File: config.mk
export PLATFORM = sky130hd
export DESIGN_NAME = lieat_exu_muldiv
export DESIGN_NICKNAME = d
export VERILOG_FILES = /design/src/rtl/lieat_exu_muldiv_pkg.sv /design/src/rtl/lieat_exu_muldiv_dp.sv /design/src/rtl/lieat_exu_muldiv.sv
export SDC_FILE = /design/constraint.sdc
export NUM_CORES = 1
export LEC_CHECK = 0
export CORE_MARGIN = 5
export CORE_UTILIZATION = 40
export DETAILED_ROUTE_END_ITERATION = 10
export PLACE_DENSITY = 0.59
export SLEW_MARGIN = 20
export SYNTH_ARGS = -nofsm -noshare
export SYNTH_HDL_FRONTEND = slang
export SYNTH_HIERARCHICAL = 1
export SYNTH_SLANG_ARGS = --single-unit
export TNS_END_PERCENT = 1
File: constraint.sdc
create_clock -name clk -period 4.6 [get_ports clk]
set_input_delay 0.46 -clock clk [delete_from_list [all_inputs] [get_ports clk]]
set_output_delay 0.46 -clock clk [all_outputs]
set_load 0.05 [all_outputs]
File: src/rtl/lieat_exu_muldiv_pkg.sv
// Shared definitions for the iterative RV32M multiply/divide unit:
// funct3 encodings, tracker op code, widths, FSM states and a negate helper.
package lieat_exu_muldiv_pkg;

  localparam int XLEN       = 32;
  localparam int RGIDX_SIZE = 5;

  localparam logic [2:0] MULDIV_OP_MUL    = 3'd0;
  localparam logic [2:0] MULDIV_OP_MULH   = 3'd1;
  localparam logic [2:0] MULDIV_OP_MULHSU = 3'd2;
  localparam logic [2:0] MULDIV_OP_MULHU  = 3'd3;
  localparam logic [2:0] MULDIV_OP_DIV    = 3'd4;
  localparam logic [2:0] MULDIV_OP_DIVU   = 3'd5;
  localparam logic [2:0] MULDIV_OP_REM    = 3'd6;
  localparam logic [2:0] MULDIV_OP_REMU   = 3'd7;

  // Code identifying this unit's retire to the decode-side dependency tracker.
  localparam logic [1:0] MULDIV_LONGI_OP = 2'b10;

  // Counter value of the 32nd (final) iteration.
  localparam logic [4:0] MULDIV_LAST_CNT = 5'd31;

  typedef enum logic [1:0] {
    ST_IDLE = 2'd0,
    ST_CALC = 2'd1,
    ST_DONE = 2'd2
  } muldiv_state_e;

  // Two's-complement negation when en is set, pass-through otherwise.
  function automatic logic [31:0] neg32(input logic [31:0] v, input logic en);
    return en ? (32'd0 - v) : v;
  endfunction

endpackage

File: src/rtl/lieat_exu_muldiv_dp.sv
// Iteration datapath: operand magnitudes and sign tracking, a shared 64-bit
// accumulator (shift-add multiply / restoring divide), final negation and the
// registered result word. Special cases are resolved here on load.
module lieat_exu_muldiv_dp
  import lieat_exu_muldiv_pkg::*;
(
  input  logic            clk,
  input  logic            rstn,
  input  logic            load_i,
  input  logic            step_i,
  input  logic            last_i,
  input  logic [2:0]      op_i,
  input  logic [XLEN-1:0] rs1_i,
  input  logic [XLEN-1:0] rs2_i,
  output logic            special_o,
  output logic [XLEN-1:0] wdat_o
);

  logic [63:0] acc_q, acc_d;
  logic [31:0] dvsr_q, dvsr_d;
  logic [2:0]  op_q, op_d;
  logic        qneg_q, qneg_d;
  logic        rneg_q, rneg_d;
  logic [31:0] wdat_q, wdat_d;

  logic        a_sgn_s, b_sgn_s, a_neg_s, b_neg_s;
  logic [31:0] a_mag_s, b_mag_s;
  logic        div_zero_s, ovf_s;
  logic [31:0] special_res_s;
  logic [32:0] sum_s;
  logic [32:0] shifted_s;
  logic        ge_s;
  logic [31:0] diff_s;
  logic [63:0] acc_nxt_s;
  logic [63:0] prod_s;
  logic [31:0] final_res_s;

  // Load-time decode: signedness, magnitudes and special-case detection.
  always_comb begin
    a_sgn_s    = (op_i == MULDIV_OP_MULH) || (op_i == MULDIV_OP_MULHSU) ||
                 (op_i == MULDIV_OP_DIV)  || (op_i == MULDIV_OP_REM);
    b_sgn_s    = (op_i == MULDIV_OP_MULH) || (op_i == MULDIV_OP_DIV) ||
                 (op_i == MULDIV_OP_REM);
    a_neg_s    = a_sgn_s & rs1_i[31];
    b_neg_s    = b_sgn_s & rs2_i[31];
    a_mag_s    = neg32(rs1_i, a_neg_s);
    b_mag_s    = neg32(rs2_i, b_neg_s);
    div_zero_s = op_i[2] & (rs2_i == 32'd0);
    ovf_s      = ((op_i == MULDIV_OP_DIV) || (op_i == MULDIV_OP_REM)) &&
                 (rs1_i == 32'h8000_0000) && (rs2_i == 32'hFFFF_FFFF);
    special_o  = div_zero_s | ovf_s;
    if (div_zero_s) begin
      special_res_s = op_i[1] ? rs1_i : 32'hFFFF_FFFF;
    end else begin
      special_res_s = op_i[1] ? 32'd0 : 32'h8000_0000;
    end
  end

  // One iteration step for either operation, then the signed final result.
  always_comb begin
    // multiply: low word holds the unconsumed multiplier bits
    sum_s     = {1'b0, acc_q[63:32]} + (acc_q[0] ? {1'b0, dvsr_q} : 33'd0);
    // divide: upper word is the partial remainder, lower word the dividend/quotient
    shifted_s = {acc_q[63:32], acc_q[31]};
    ge_s      = (shifted_s >= {1'b0, dvsr_q});
    diff_s    = shifted_s[31:0] - dvsr_q;
    if (op_q[2]) begin
      acc_nxt_s = {(ge_s ? diff_s : shifted_s[31:0]), acc_q[30:0], ge_s};
    end else begin
      acc_nxt_s = {sum_s, acc_q[31:1]};
    end
    prod_s = qneg_q ? (64'd0 - acc_nxt_s) : acc_nxt_s;
    case (op_q)
      MULDIV_OP_MUL:                   final_res_s = prod_s[31:0];
      MULDIV_OP_MULH, MULDIV_OP_MULHSU,
      MULDIV_OP_MULHU:                 final_res_s = prod_s[63:32];
      MULDIV_OP_DIV, MULDIV_OP_DIVU:   final_res_s = neg32(acc_nxt_s[31:0], qneg_q);
      MULDIV_OP_REM, MULDIV_OP_REMU:   final_res_s = neg32(acc_nxt_s[63:32], rneg_q);
      default:                         final_res_s = 32'd0;
    endcase
  end

  // Next-state selection for datapath registers: load, iterate or hold.
  always_comb begin
    acc_d  = acc_q;
    dvsr_d = dvsr_q;
    op_d   = op_q;
    qneg_d = qneg_q;
    rneg_d = rneg_q;
    wdat_d = wdat_q;
    if (load_i) begin
      // multiply keeps the multiplier low and adds the multiplicand;
      // divide keeps the dividend low and subtracts the divisor
      acc_d  = {32'd0, (op_i[2] ? a_mag_s : b_mag_s)};
      dvsr_d = op_i[2] ? b_mag_s : a_mag_s;
      op_d   = op_i;
      qneg_d = a_neg_s ^ b_neg_s;
      rneg_d = a_neg_s;
      if (special_o) begin
        wdat_d = special_res_s;
      end else begin
        wdat_d = wdat_q;
      end
    end else if (step_i) begin
      acc_d = acc_nxt_s;
      if (last_i) begin
        wdat_d = final_res_s;
      end else begin
        wdat_d = wdat_q;
      end
    end else begin
      acc_d = acc_q;
    end
  end

  // Datapath registers with synchronous active-low reset.
  always_ff @(posedge clk) begin
    if (!rstn) begin
      acc_q  <= 64'd0;
      dvsr_q <= 32'd0;
      op_q   <= 3'd0;
      qneg_q <= 1'b0;
      rneg_q <= 1'b0;
      wdat_q <= 32'd0;
    end else begin
      acc_q  <= acc_d;
      dvsr_q <= dvsr_d;
      op_q   <= op_d;
      qneg_q <= qneg_d;
      rneg_q <= rneg_d;
      wdat_q <= wdat_d;
    end
  end

  assign wdat_o = wdat_q;

endmodule

File: src/rtl/lieat_exu_muldiv.sv
// Iterative RV32M multiply/divide unit: IDLE/CALC/DONE control, iteration
// counter, dispatch and writeback handshakes, flush, and the tracker retire pulse.
module lieat_exu_muldiv
  import lieat_exu_muldiv_pkg::*;
#(
  parameter logic [1:0] LONGI_OP = MULDIV_LONGI_OP
) (
  input  logic                  clk,
  input  logic                  rstn,
  input  logic                  muldiv_i_valid,
  output logic                  muldiv_i_ready,
  input  logic [2:0]            muldiv_i_op,
  input  logic [XLEN-1:0]       muldiv_i_rs1,
  input  logic [XLEN-1:0]       muldiv_i_rs2,
  input  logic [RGIDX_SIZE-1:0] muldiv_i_rd,
  output logic                  muldiv_o_valid,
  input  logic                  muldiv_o_ready,
  output logic [XLEN-1:0]       muldiv_o_wdat,
  output logic [RGIDX_SIZE-1:0] muldiv_o_rd,
  input  logic                  flush_req,
  output logic                  longi_wbck,
  output logic [1:0]            longi_wbck_op
);

  muldiv_state_e         state_q, state_d;
  logic [4:0]            cnt_q, cnt_d;
  logic [RGIDX_SIZE-1:0] rd_q, rd_d;
  logic                  in_hs_s;
  logic                  special_s;
  logic                  last_s;
  logic                  wbck_s;

  assign muldiv_i_ready = rstn & (state_q == ST_IDLE) & ~flush_req;
  assign in_hs_s        = muldiv_i_valid & muldiv_i_ready;
  assign last_s         = (cnt_q == MULDIV_LAST_CNT);

  // Next state and retire pulse; retire happens on result handshake or flush.
  always_comb begin
    state_d = state_q;
    wbck_s  = 1'b0;
    case (state_q)
      ST_IDLE: begin
        if (in_hs_s) begin
          state_d = special_s ? ST_DONE : ST_CALC;
        end else begin
          state_d = ST_IDLE;
        end
      end
      ST_CALC: begin
        if (flush_req) begin
          state_d = ST_IDLE;
          wbck_s  = 1'b1;
        end else if (last_s) begin
          state_d = ST_DONE;
        end else begin
          state_d = ST_CALC;
        end
      end
      ST_DONE: begin
        // a flush coinciding with the handshake still retires only once
        if (muldiv_o_ready || flush_req) begin
          state_d = ST_IDLE;
          wbck_s  = 1'b1;
        end else begin
          state_d = ST_DONE;
        end
      end
      default: begin
        state_d = ST_IDLE;
      end
    endcase
  end

  // Iteration counter and destination index next values.
  always_comb begin
    if ((state_q == ST_CALC) && !last_s && !flush_req) begin
      cnt_d = cnt_q + 5'd1;
    end else begin
      cnt_d = 5'd0;
    end
    if (in_hs_s) begin
      rd_d = muldiv_i_rd;
    end else begin
      rd_d = rd_q;
    end
  end

  // Control registers with synchronous active-low reset.
  always_ff @(posedge clk) begin
    if (!rstn) begin
      state_q <= ST_IDLE;
      cnt_q   <= 5'd0;
      rd_q    <= {RGIDX_SIZE{1'b0}};
    end else begin
      state_q <= state_d;
      cnt_q   <= cnt_d;
      rd_q    <= rd_d;
    end
  end

  lieat_exu_muldiv_dp u_dp (
    .clk       (clk),
    .rstn      (rstn),
    .load_i    (in_hs_s),
    .step_i    ((state_q == ST_CALC) & ~flush_req),
    .last_i    (last_s),
    .op_i      (muldiv_i_op),
    .rs1_i     (muldiv_i_rs1),
    .rs2_i     (muldiv_i_rs2),
    .special_o (special_s),
    .wdat_o    (muldiv_o_wdat)
  );

  assign muldiv_o_valid = (state_q == ST_DONE);
  assign muldiv_o_rd    = rd_q;
  assign longi_wbck     = rstn & wbck_s;
  assign longi_wbck_op  = LONGI_OP;

endmodule
==> run metrics, run 1 <==
flop-to-flop setup slack=roughly 0.047 ns; total congestion overflow after global routing=0; arrival time at the worst endpoint=4.91 ns; RSZ-0062 raised after global routing=yes; Period minus WS final=roughly 4.6 ns; floorplan die height=roughly 220 um; clock-pin slew on the worst setup and hold paths=0.07 ns; Leakage=8.26 nW; x dimension of the die=approximately 220 um; status=finished, final reports clean; Residual DRC=0; global-route wire length before repair=~120 mm; All-Layer GR Usage=about a third; CP Max Fanout=4; main combinational cell family by area after synthesis=compound AO/OA/AOI/OAI gates; first-pass iteration count of the detailed router=6; measured slew at the worst slew-check pin=1.14 ns; startpoint of the worst hold path=cnt_q[0]; power density normalized to cell area=roughly 250 mW/mm2; maximum number of buffers from clock root to sink=2; cells after synthesis=~2400; nature of the critical path startpoint=register; post-synthesis instance area=0.0170 mm2; element type at the critical path end=register; number of cell rows=between 70 and 80; number of CTS-inserted buffers=17; number of warning messages in the yosys log=6; Final nets=around 2800; share of synthesized registers carrying an async set or reset=0%; number of antenna violations at the first check in global routing=4; CTS tree=yes; placer congestion estimate=1.03; layout filler cell count=around 4000; average wire per standard cell=roughly 26 um; number of setup violations in the final report=0; fraction of the mapped netlist area in compound gates=a little under a third; reg-to-reg critical path startpoint=u_dp/dvsr_q[18]; Avg Cell Area, Syn=around 7.0 um2; post-place instance area=between 0.015 and 0.02 mm2; Slowest Stage Delay on Critical Path=0.59 ns; final setup skew=around 0.015 ns; Min-Delay Path Class=register to register; f_max=0.220 GHz; Antenna Cells=0; XOR/XNOR share of the synthesized area=under 10%; Hold WS=between 0.4 and 0.5 ns; vias in the first global route=~19000; nets in the synthesized netlist=around 2600; relative slew slack=a little under a quarter; vias per cell=around 6.4; sequential cell area=~0.003 mm2; cell with the largest stage delay on the worst path=or4_4; clock sink count=approximately 150; number of stages on the worst hold path=1; flops & latches, synth=roughly 150; setup_tns=0 ns; number of enable flip-flop cells after synthesis=0; number of distinct library cells after synthesis=about 110; share of the cycle needed by the critical path after routing=between 90% and 100%; via count=approximately 20000; VDD IR-drop max=roughly 0.24 mV; CTS H-tree lvls=4; Post-Layout Inst Area=approximately 0.021 mm2; DRC violation total after the first TritonRoute iteration=between 2000 and 2500; path type of the worst setup path=register to register; HPWL after detailed placement=~64 mm; IO Port Bufs=around 120; portion of netlist area occupied by mux cells=just over 6%; endpoint of the worst hold-timing path=cnt_q[0]; endpoint of the worst register-to-register path=u_dp/wdat_o[16]; share of cells above drive strength 1=between 10% and 20%; register area share after synthesis=around 17%; footprint of the multi-input gates=0.0137 mm2; area growth from synthesis to layout=25.9%; I/O pin count=between 100 and 150; detailed-route wire length=roughly 80 mm; adder-cell area share of the yosys netlist=5.77%; placeable core region=0.0419 mm2; predominant post-synthesis flop cell=dfxtp_1; cell chain of the critical path=inv_1 -> ha_4 -> nand4_4 -> or4_4 -> a2111o_1 -> o211ai_4 -> buf_6 -> a21oi_4 -> buf_6 -> o211ai_1 -> buf_4 -> or3b_4 -> or2_4 -> o41ai_2 -> xnor2_1 -> o22ai_1 -> a31o_2; largest net degree at the start of global routing=97; Post-CTS Hold Buffers=0; number of nets with antenna violations after detailed routing=0; die outline area=between 0.04 and 0.05 mm2; Max-cap violations=0; Initial Utilization=between 40% and 50%; simple-gate portion of the synthesized area=around a quarter; data required time of the worst path=about 5 ns; clock insertion delay at the later pin of the skew report=between 0.4 and 0.5 ns; Most Frequent Cell on Critical Path=buf_6; R2R cell count=17; root buffer cell=clkbuf_16; final hold violation count=0; number of pins exceeding their max-slew limit in the final report=0
-- where the power goes --
part	internal, W	switching (W)	total, W
logic	0.000930	0.00141	0.00234
clock network	0.000998	0.000654	0.00165
registers	0.00129	0.0000534	0.00135
total	0.00322	0.00212	0.00533
-- placed cells by master, fill, tap and decap left out, types with 18 or more instances in the layout --
| cell | instances |
|---|---|
| nor3_1 | 75 |
| a21o_1 | 32 |
| a21oi_1 | 214 |
| nand4_1 | 31 |
| buf_4 | 224 |
| o21a_1 | 18 |
| and3_1 | 22 |
| inv_1 | 73 |
| xnor2_1 | 85 |
| a31oi_1 | 33 |
| or3_1 | 31 |
| o21ai_0 | 142 |
| nor2_1 | 310 |
| mux2i_1 | 88 |
| o211ai_1 | 39 |
| dfxtp_2 | 19 |
| and2_1 | 45 |
| dfxtp_1 | 125 |
| a211oi_1 | 60 |
| nand2_1 | 209 |
| o31ai_1 | 28 |
| ha_1 | 50 |
| xor2_1 | 64 |
| nand3_1 | 52 |
| nand2b_1 | 23 |
| clkdlybuf4s50_1 | 115 |
| clkbuf_16 | 18 |
-- synth_stat cells (all sizes together) (56+ instances only) --
master  number  area share [%]
inv         76             1.7
dfxtp      145              17
a21oi      222             6.6
clkbuf     121             2.7
o21ai      158             4.7
nor3        83             2.6
ha          75             5.5
a211oi      64             3.0
nand3       56             1.8
xor2        64             3.3
mux2i       89             5.3
xnor2       86             4.4
nand2      211             4.7
nor2       311             6.9
-- cells by family after synthesis --
kind of cell | count (synthesis)
AND/OR/NAND/NOR | 920
AO/OA/AOI/OAI | 784
buffers and inverters | 243
XOR/XNOR | 150
flip-flops | 145
multiplexers | 101
adder cells (fa/ha/maj) | 77
other | 2
-- state kept, by name, summed over array words and instances (netlist names) --
name,flops
cnt_q,5
u_dp/wdat_o,32
u_dp/op_q,3
u_dp/qneg_q,1
u_dp/dvsr_q,32
muldiv_o_rd,5
u_dp/rneg_q,1
u_dp/acc_q,64
state_q,2
-- critical path: cells and delay by family (launching register included) --
kind / cells / cell delay [ns]
fa+ha+maj: 1 / 0.29
flops: 1 / 0.37
buf+inv: 4 / 0.62
compound gates: 7 / 1.62
xor+xnor: 1 / 0.16
simple gates: 4 / 1.38
-- layout make-up --
type                    instances  area share [%]
multi-input cells            2035            64.1
repair buffers                357            14.5
flip-flops and latches        145            13.7
well taps                     539            3.16
clock buffers                  21            2.16
inverters                      77            1.35
clock inverters                11           0.949
-- metrics by stage --
stage                     total power [W]  util [%]  instances  worst slack [ns]
after floorplan                   0.00254         -       2422            0.0801
after global placement            0.00336      47.1       3118            -0.141
after detailed placement          0.00337      47.1       3118            -0.244
after CTS                         0.00503      48.8       3150           -0.0244
after global routing              0.00552      50.9       3185           -0.0435
final                             0.00533      50.9       3185            0.0473
-- routing by layer --
metal	track usage, %	vias to the layer above	part of all wire, %
li1	-	9344	-
met5	0	-	0.052
met1	43.7	9590	42
met3	8.45	220	9.6
met4	12.8	6	4.8
met2	51.3	1067	44
-- worst max path at each step --
stage	startpoint	end	slack [ns]	cells past startpoint
floorplan	u_dp/dvsr_q[8]	u_dp/wdat_o[16]	0.08	19
global placement	u_dp/dvsr_q[10]	u_dp/wdat_o[8]	-0.14	17
detailed placement	u_dp/dvsr_q[10]	u_dp/wdat_o[8]	-0.24	17
CTS	u_dp/dvsr_q[21]	u_dp/wdat_o[27]	-0.02	16
global route	u_dp/dvsr_q[13]	u_dp/wdat_o[29]	-0.04	17
finish	u_dp/dvsr_q[18]	u_dp/wdat_o[16]	0.05	17
-- what timing repair did --
action	in CTS	in global routing
endpoints found under the setup margin	14	25
cloned	0	2
setup buffers	0	33
pin swaps	3	47
gates resized for setup	10	122
No activity file was read; power rests on OpenSTA's default activity.
==> run 2: changes to the inputs <==
--- a/config.mk
+++ b/config.mk
@@ -5,6 +5,7 @@
 export SDC_FILE = /design/constraint.sdc
 export NUM_CORES = 1
 export LEC_CHECK = 0
+export CORE_ASPECT_RATIO = 1.1
 export CORE_MARGIN = 5
 export CORE_UTILIZATION = 40
 export DETAILED_ROUTE_END_ITERATION = 10
==> run 2 against run 1 <==
  * Flip-flop and latch count stayed put
  * First-iteration DRC count is 20% lower
  * Cell count is 3.1% higher
  * Power is 5.6% lower
  * Maximum frequency hardly changed
  * Sequential power hardly changed
  * Global-route usage is 1.1 points higher
  * Register-to-register slack hardly changed
  * Non-clock buffer count is 70 higher
  * Utilization is 0.55 points higher
==> run metrics, run 2 (synthesized netlist as in run 1, its figures left out) <==
status=finished, final reports clean (unchanged); path type of the worst setup path=register to register (unchanged); share of the cycle needed by the critical path after routing=99.0% (about the same); clock sink count=145 (unchanged); Sw Ratio=40.9% (was 39.6%); commonest non-fill, non-tap cell in the layout=nor2_1 (unchanged); nature of the critical path startpoint=register (unchanged); floorplan die height=226 um (was 216 um); number of setup violations in the final report=0 (unchanged); CP Max Fanout=7 (was 4); Period minus WS final=4.56 ns (was 4.55 ns); largest net degree at the start of global routing=97 (unchanged); CTS tree=yes (unchanged); detailed-route wire length=81.6 mm (was 81.2 mm); I/O pin count=119 (unchanged); number of antenna violations at the first check in global routing=3 (was 4); Final nets=2856 (was 2787); Max-cap violations=0 (unchanged); Leakage=8.51 nW (was 8.26 nW); part of the power in the clock network=29.3% (was 31.0%); All-Layer GR Usage=34.0% (was 32.9%); flop-to-flop setup slack=0.04 ns (was 0.05 ns); Residual DRC=0 (unchanged); vias in the first global route=19400 (was 18600); root buffer cell=clkbuf_16 (unchanged); Initial Utilization=40.3% (was 40.4%); R2R cell count=18 (was 17); f_max=0.219 GHz (was 0.220 GHz); arrival time at the worst endpoint=4.92 ns (was 4.91 ns); number of CTS-inserted buffers=17 (unchanged); global-route wire length before repair=121 mm (was 119 mm); relative slew slack=24.2% (was 23.4%); data required time of the worst path=4.96 ns (about the same); total congestion overflow after global routing=0 (unchanged); Post-Layout Inst Area=0.0217 mm2 (was 0.0213 mm2); portion of total power attributed to combinational logic=44.1% (was 43.8%); measured slew at the worst slew-check pin=1.14 ns (about the same); share of cells above drive strength 1=18.5% (was 16.6%); placer congestion estimate=1.03 (about the same); number of nets with antenna violations after detailed routing=0 (unchanged); flip-flop count of the largest register, all copies and words added=64 (unchanged); highest-count cells in the layout ignoring fill and taps=309 x nor2_1, 305 x buf_4, 215 x a21oi_1 (was 310 x nor2_1, 224 x buf_4, 214 x a21oi_1); die outline area=0.0466 mm2 (about the same); power share of the sequential group=26.6% (was 25.2%); post-place instance area=0.0204 mm2 (was 0.0198 mm2); maximum number of buffers from clock root to sink=2 (unchanged); CTS H-tree lvls=4 (unchanged); first-pass iteration count of the detailed router=6 (unchanged); number of cell rows=79 (was 75); final setup skew=0.0122 ns (was 0.0151 ns); x dimension of the die=206 um (was 216 um); DRC violation total after the first TritonRoute iteration=1979 (was 2483); internal power contribution=0.00298 W (was 0.00322 W); switching pwr=0.00206 W (was 0.00212 W); HPWL after detailed placement=65.2 mm (was 64.1 mm); average wire per standard cell=24.9 um (was 25.5 um); via count=20200 (about the same); number of pins exceeding their max-slew limit in the final report=0 (unchanged); area growth from synthesis to layout=27.7% (was 25.9%); placeable core region=0.0421 mm2 (was 0.0419 mm2); Min-Delay Path Class=register to register (unchanged); IO Port Bufs=116 (unchanged); VDD IR-drop max=0.302 mV (was 0.236 mV); clock insertion delay at the later pin of the skew report=0.47 ns (about the same); vias per cell=6.17 (was 6.35); final hold violation count=0 (unchanged); Post-CTS Hold Buffers=0 (unchanged); number of stages on the worst hold path=1 (unchanged); element type at the critical path end=register (unchanged); setup_tns=0 ns (unchanged); register ranked first by flip-flop count=u_dp/acc_q (unchanged); clock-pin slew on the worst setup and hold paths=0.07 ns (about the same); RSZ-0062 raised after global routing=yes (unchanged); power density normalized to cell area=233 mW/mm2 (was 250 mW/mm2)
run 2: routing by layer:
layer / global-route usage (%) / vias up / part of all wire [%]
li1: - / 9475 / -
met2: 56.5 / 967 / 46
met5: 0 / - / 0.015
met1: 42.2 / 9568 / 40
met4: 19.7 / 2 / 6.6
met3: 4.47 / 236 / 6.6
run 2: what timing repair did:
| item | in CTS | in global routing |
|---|---|---|
| endpoints found under the setup margin | 4 | 27 |
| pin swaps | 3 | 26 |
| gates resized for setup | 2 | 108 |
| buffers inserted | 0 | 16 |
| gates cloned | 0 | 0 |
run 2: power groups by stage:
stage	sequential [W]	combinational [W]	clock, W
after detailed placement	0.00137	0.00206	0
final	0.00134	0.00222	0.00148
after global routing	0.00135	0.00235	0.00153
after floorplan	0.00135	0.00119	0
after CTS	0.00134	0.00208	0.00149
after global placement	0.00137	0.00206	0
run 2: critical path: stages (launching register included):
cell and delay [ns]:
dfxtp_1 0.33, inv_1 0.07, ha_4 0.22, buf_4 0.16
nand4_1 0.19, nor3_4 0.10, a41oi_4 0.28, nand4_1 0.26
o21ai_4 0.27, ha_4 0.18, o2111ai_4 0.10, or4_4 0.56
nand2b_4 0.16, or3b_4 0.44, or2_4 0.29, o41ai_4 0.33
xnor2_1 0.15, o22ai_1 0.09, a31o_2 0.27
run 2: worst paths after layout:
kind | start | to
max | u_dp/dvsr_q[8] | u_dp/wdat_o[16]
min | cnt_q[0] | cnt_q[0]
max reg2reg | u_dp/dvsr_q[8] | u_dp/wdat_o[16]
min reg2reg | cnt_q[0] | cnt_q[0]
run 2: area by class of cell:
class	instances	area (um2)
fillers	4285	20400
multi-input cells	2034	13600
repair buffers	427	3540
flip-flops and latches	145	2950
well taps	567	709
clock buffers	20	478
inverters	77	289
clock inverters	12	120
diodes	2	5.00
run 2: per-stage QoR:
| stage | hold slack [ns] | total power [W] | cells | setup slack [ns] | util, % |
|---|---|---|---|---|---|
| after floorplan | 0.418 | 0.00254 | 2422 | 0.0801 | - |
| after global placement | 0.432 | 0.00342 | 3235 | -0.0599 | 48.5 |
| after detailed placement | 0.445 | 0.00343 | 3235 | -0.0748 | 48.5 |
| after CTS | 0.458 | 0.00490 | 3267 | -0.0533 | 50.0 |
| after global routing | 0.474 | 0.00522 | 3282 | -0.0947 | 51.4 |
| final | 0.455 | 0.00504 | 3284 | 0.0440 | 51.4 |
==> RTL change: new RTL, config.mk and constraints of run 2 <==
Take the reset off `dvsr_q` and load it in a clocked block of its own.
--- a/src/rtl/lieat_exu_muldiv_dp.sv
+++ b/src/rtl/lieat_exu_muldiv_dp.sv
@@ -119,3 +119,2 @@
       acc_q  <= 64'd0;
-      dvsr_q <= 32'd0;
       op_q   <= 3'd0;
@@ -126,3 +125,2 @@
       acc_q  <= acc_d;
-      dvsr_q <= dvsr_d;
       op_q   <= op_d;
@@ -134,2 +132,6 @@
 
+  always_ff @(posedge clk) begin
+    dvsr_q <= dvsr_d;
+  end
+
   assign wdat_o = wdat_q;
Function: same outputs for any inputs over 10 cycles, from zero or initial values and one cycle with rstn low; that may be too few to reach the edited logic, so the function may still have changed.
==> RTL change against run 2 <==
Sequential cell count did not move. Worst setup slack worse by 0.13 ns. Largest cell class unchanged. Total power fell by 12%. Critical endpoint is now u_dp/wdat_o[18]. Cell area is 1.7% lower. Global-route usage down 1.8 points. The run now ends with setup timing left. Count of clock-buffer cells in the layout fell by 1. Routed wire length shrank 9.8%. Hold slack worse by 0.0021 ns. Area after synthesis down 6.0%.
==> RTL change: results <==
export IMPL_status="complete, but fails checks"
export IMPL_violations="setup timing"
export IMPL_multi_input_area_um2=12400
export IMPL_worst_pin_slew_ns=1.05
export IMPL_vias=18600
export IMPL_first_pass_iters=7
export IMPL_hold_depth=1
export IMPL_setup_viol_count_final=6
export IMPL_design_seq_count=145
export IMPL_pwr_group_combinational_mw=1.59
export IMPL_synth_area_leaders="dfxtp_1, mux2i_1, nor2_1"
export IMPL_grt_max_degree=67
export IMPL_finalNetCount=2724
export IMPL_grt_pass1_vias=18200
export IMPL_netSwitchingPower_mw=1.66
export IMPL_dp_cells=3041
export IMPL_post_dp_cell_area_um2=20100
export IMPL_grt_use_met3_pct=3.64
export IMPL_antenna_found_initial=4
export IMPL_wl_met1_um=31200
export IMPL_seq_area_frac_synth_pct=20.2
export IMPL_synthTopCellsByCount="nor2_1, a21oi_1, nand2_1"
export IMPL_clock_area_share_pct=2.79
export IMPL_synth_edff_count=32
export IMPL_max_stage_delay_ns=0.59
export IMPL_inv_count=78
export IMPL_post_place_ws_ns=-0.542
export IMPL_n_all_buffers=499
export IMPL_clkbuf_count=19
export IMPL_holdWs_ns=0.453
export IMPL_grt_first_pass_wirelength_um=110000
export IMPL_post_dp_hpwl_um=59200
export IMPL_antenna_cells=1
export IMPL_post_cts_resized=44
export IMPL_regArea_um2=3230
export IMPL_grt_util_met2_pct=55.3
export IMPL_r2r_end="u_dp/wdat_o[18]"
export IMPL_drtIter0Drc=1770
export IMPL_crit_start="u_dp/dvsr_q[15]"
export IMPL_area_growth_pct=33.6
export IMPL_synth_cell_types=96
export IMPL_grtUsageMet1_pct=40.9
export IMPL_crit_fanout=14
export IMPL_post_cts_repair_setup_buffers=8
export IMPL_post_drt_wl_per_cell_um=23.8
export IMPL_grt_total_usage_pct=32.3
export IMPL_multi_input_area_share_pct=58.3
export IMPL_route_met2_wl_um=34200
export IMPL_worst_slack_ns=-0.0867
export IMPL_synthCells=2183
export IMPL_clock_skew_ns=0.0111
export IMPL_bufAreaShareNonClock_pct=19.4
export IMPL_gp_congestion=1.01
export IMPL_layout_drive_gt1_share_pct=21.8
export IMPL_peakVddDrop_mv=0.278
export IMPL_cp_arrival_ns=5.03
export IMPL_top_layer="met4"
export IMPL_fill_cells=3848
export IMPL_synth_nets=2337
export IMPL_clk_latency_ns=0.45
-- RTL change: metrics by stage --
step	total power, mW	TNS, ns
5_1_grt	4.59	-2.25
3_5_place_dp	2.88	-7.51
2_1_floorplan	2.20	-0.0631
4_1_cts	4.35	-0.0832
3_3_place_gp	2.88	-6.64
6_report	4.42	-0.355
-- RTL change: kinds of logic (layout without fill, tap and decap cells) --
| group | count (synthesis) | after routing | synth area share (%) |
|---|---|---|---|
| DFF | 145 | 145 | 20.2 |
| AOI/OAI and AO/OA | 678 | 678 | 27.5 |
| buffers and inverters | 209 | 609 | 5.29 |
| adders and majority gates | 77 | 77 | 6.14 |
| muxes | 123 | 123 | 7.80 |
| and+or+nand+nor | 778 | 778 | 23.6 |
| other | 2 | 3 | 0.0471 |
| xor gates and xnor gates | 171 | 171 | 9.39 |
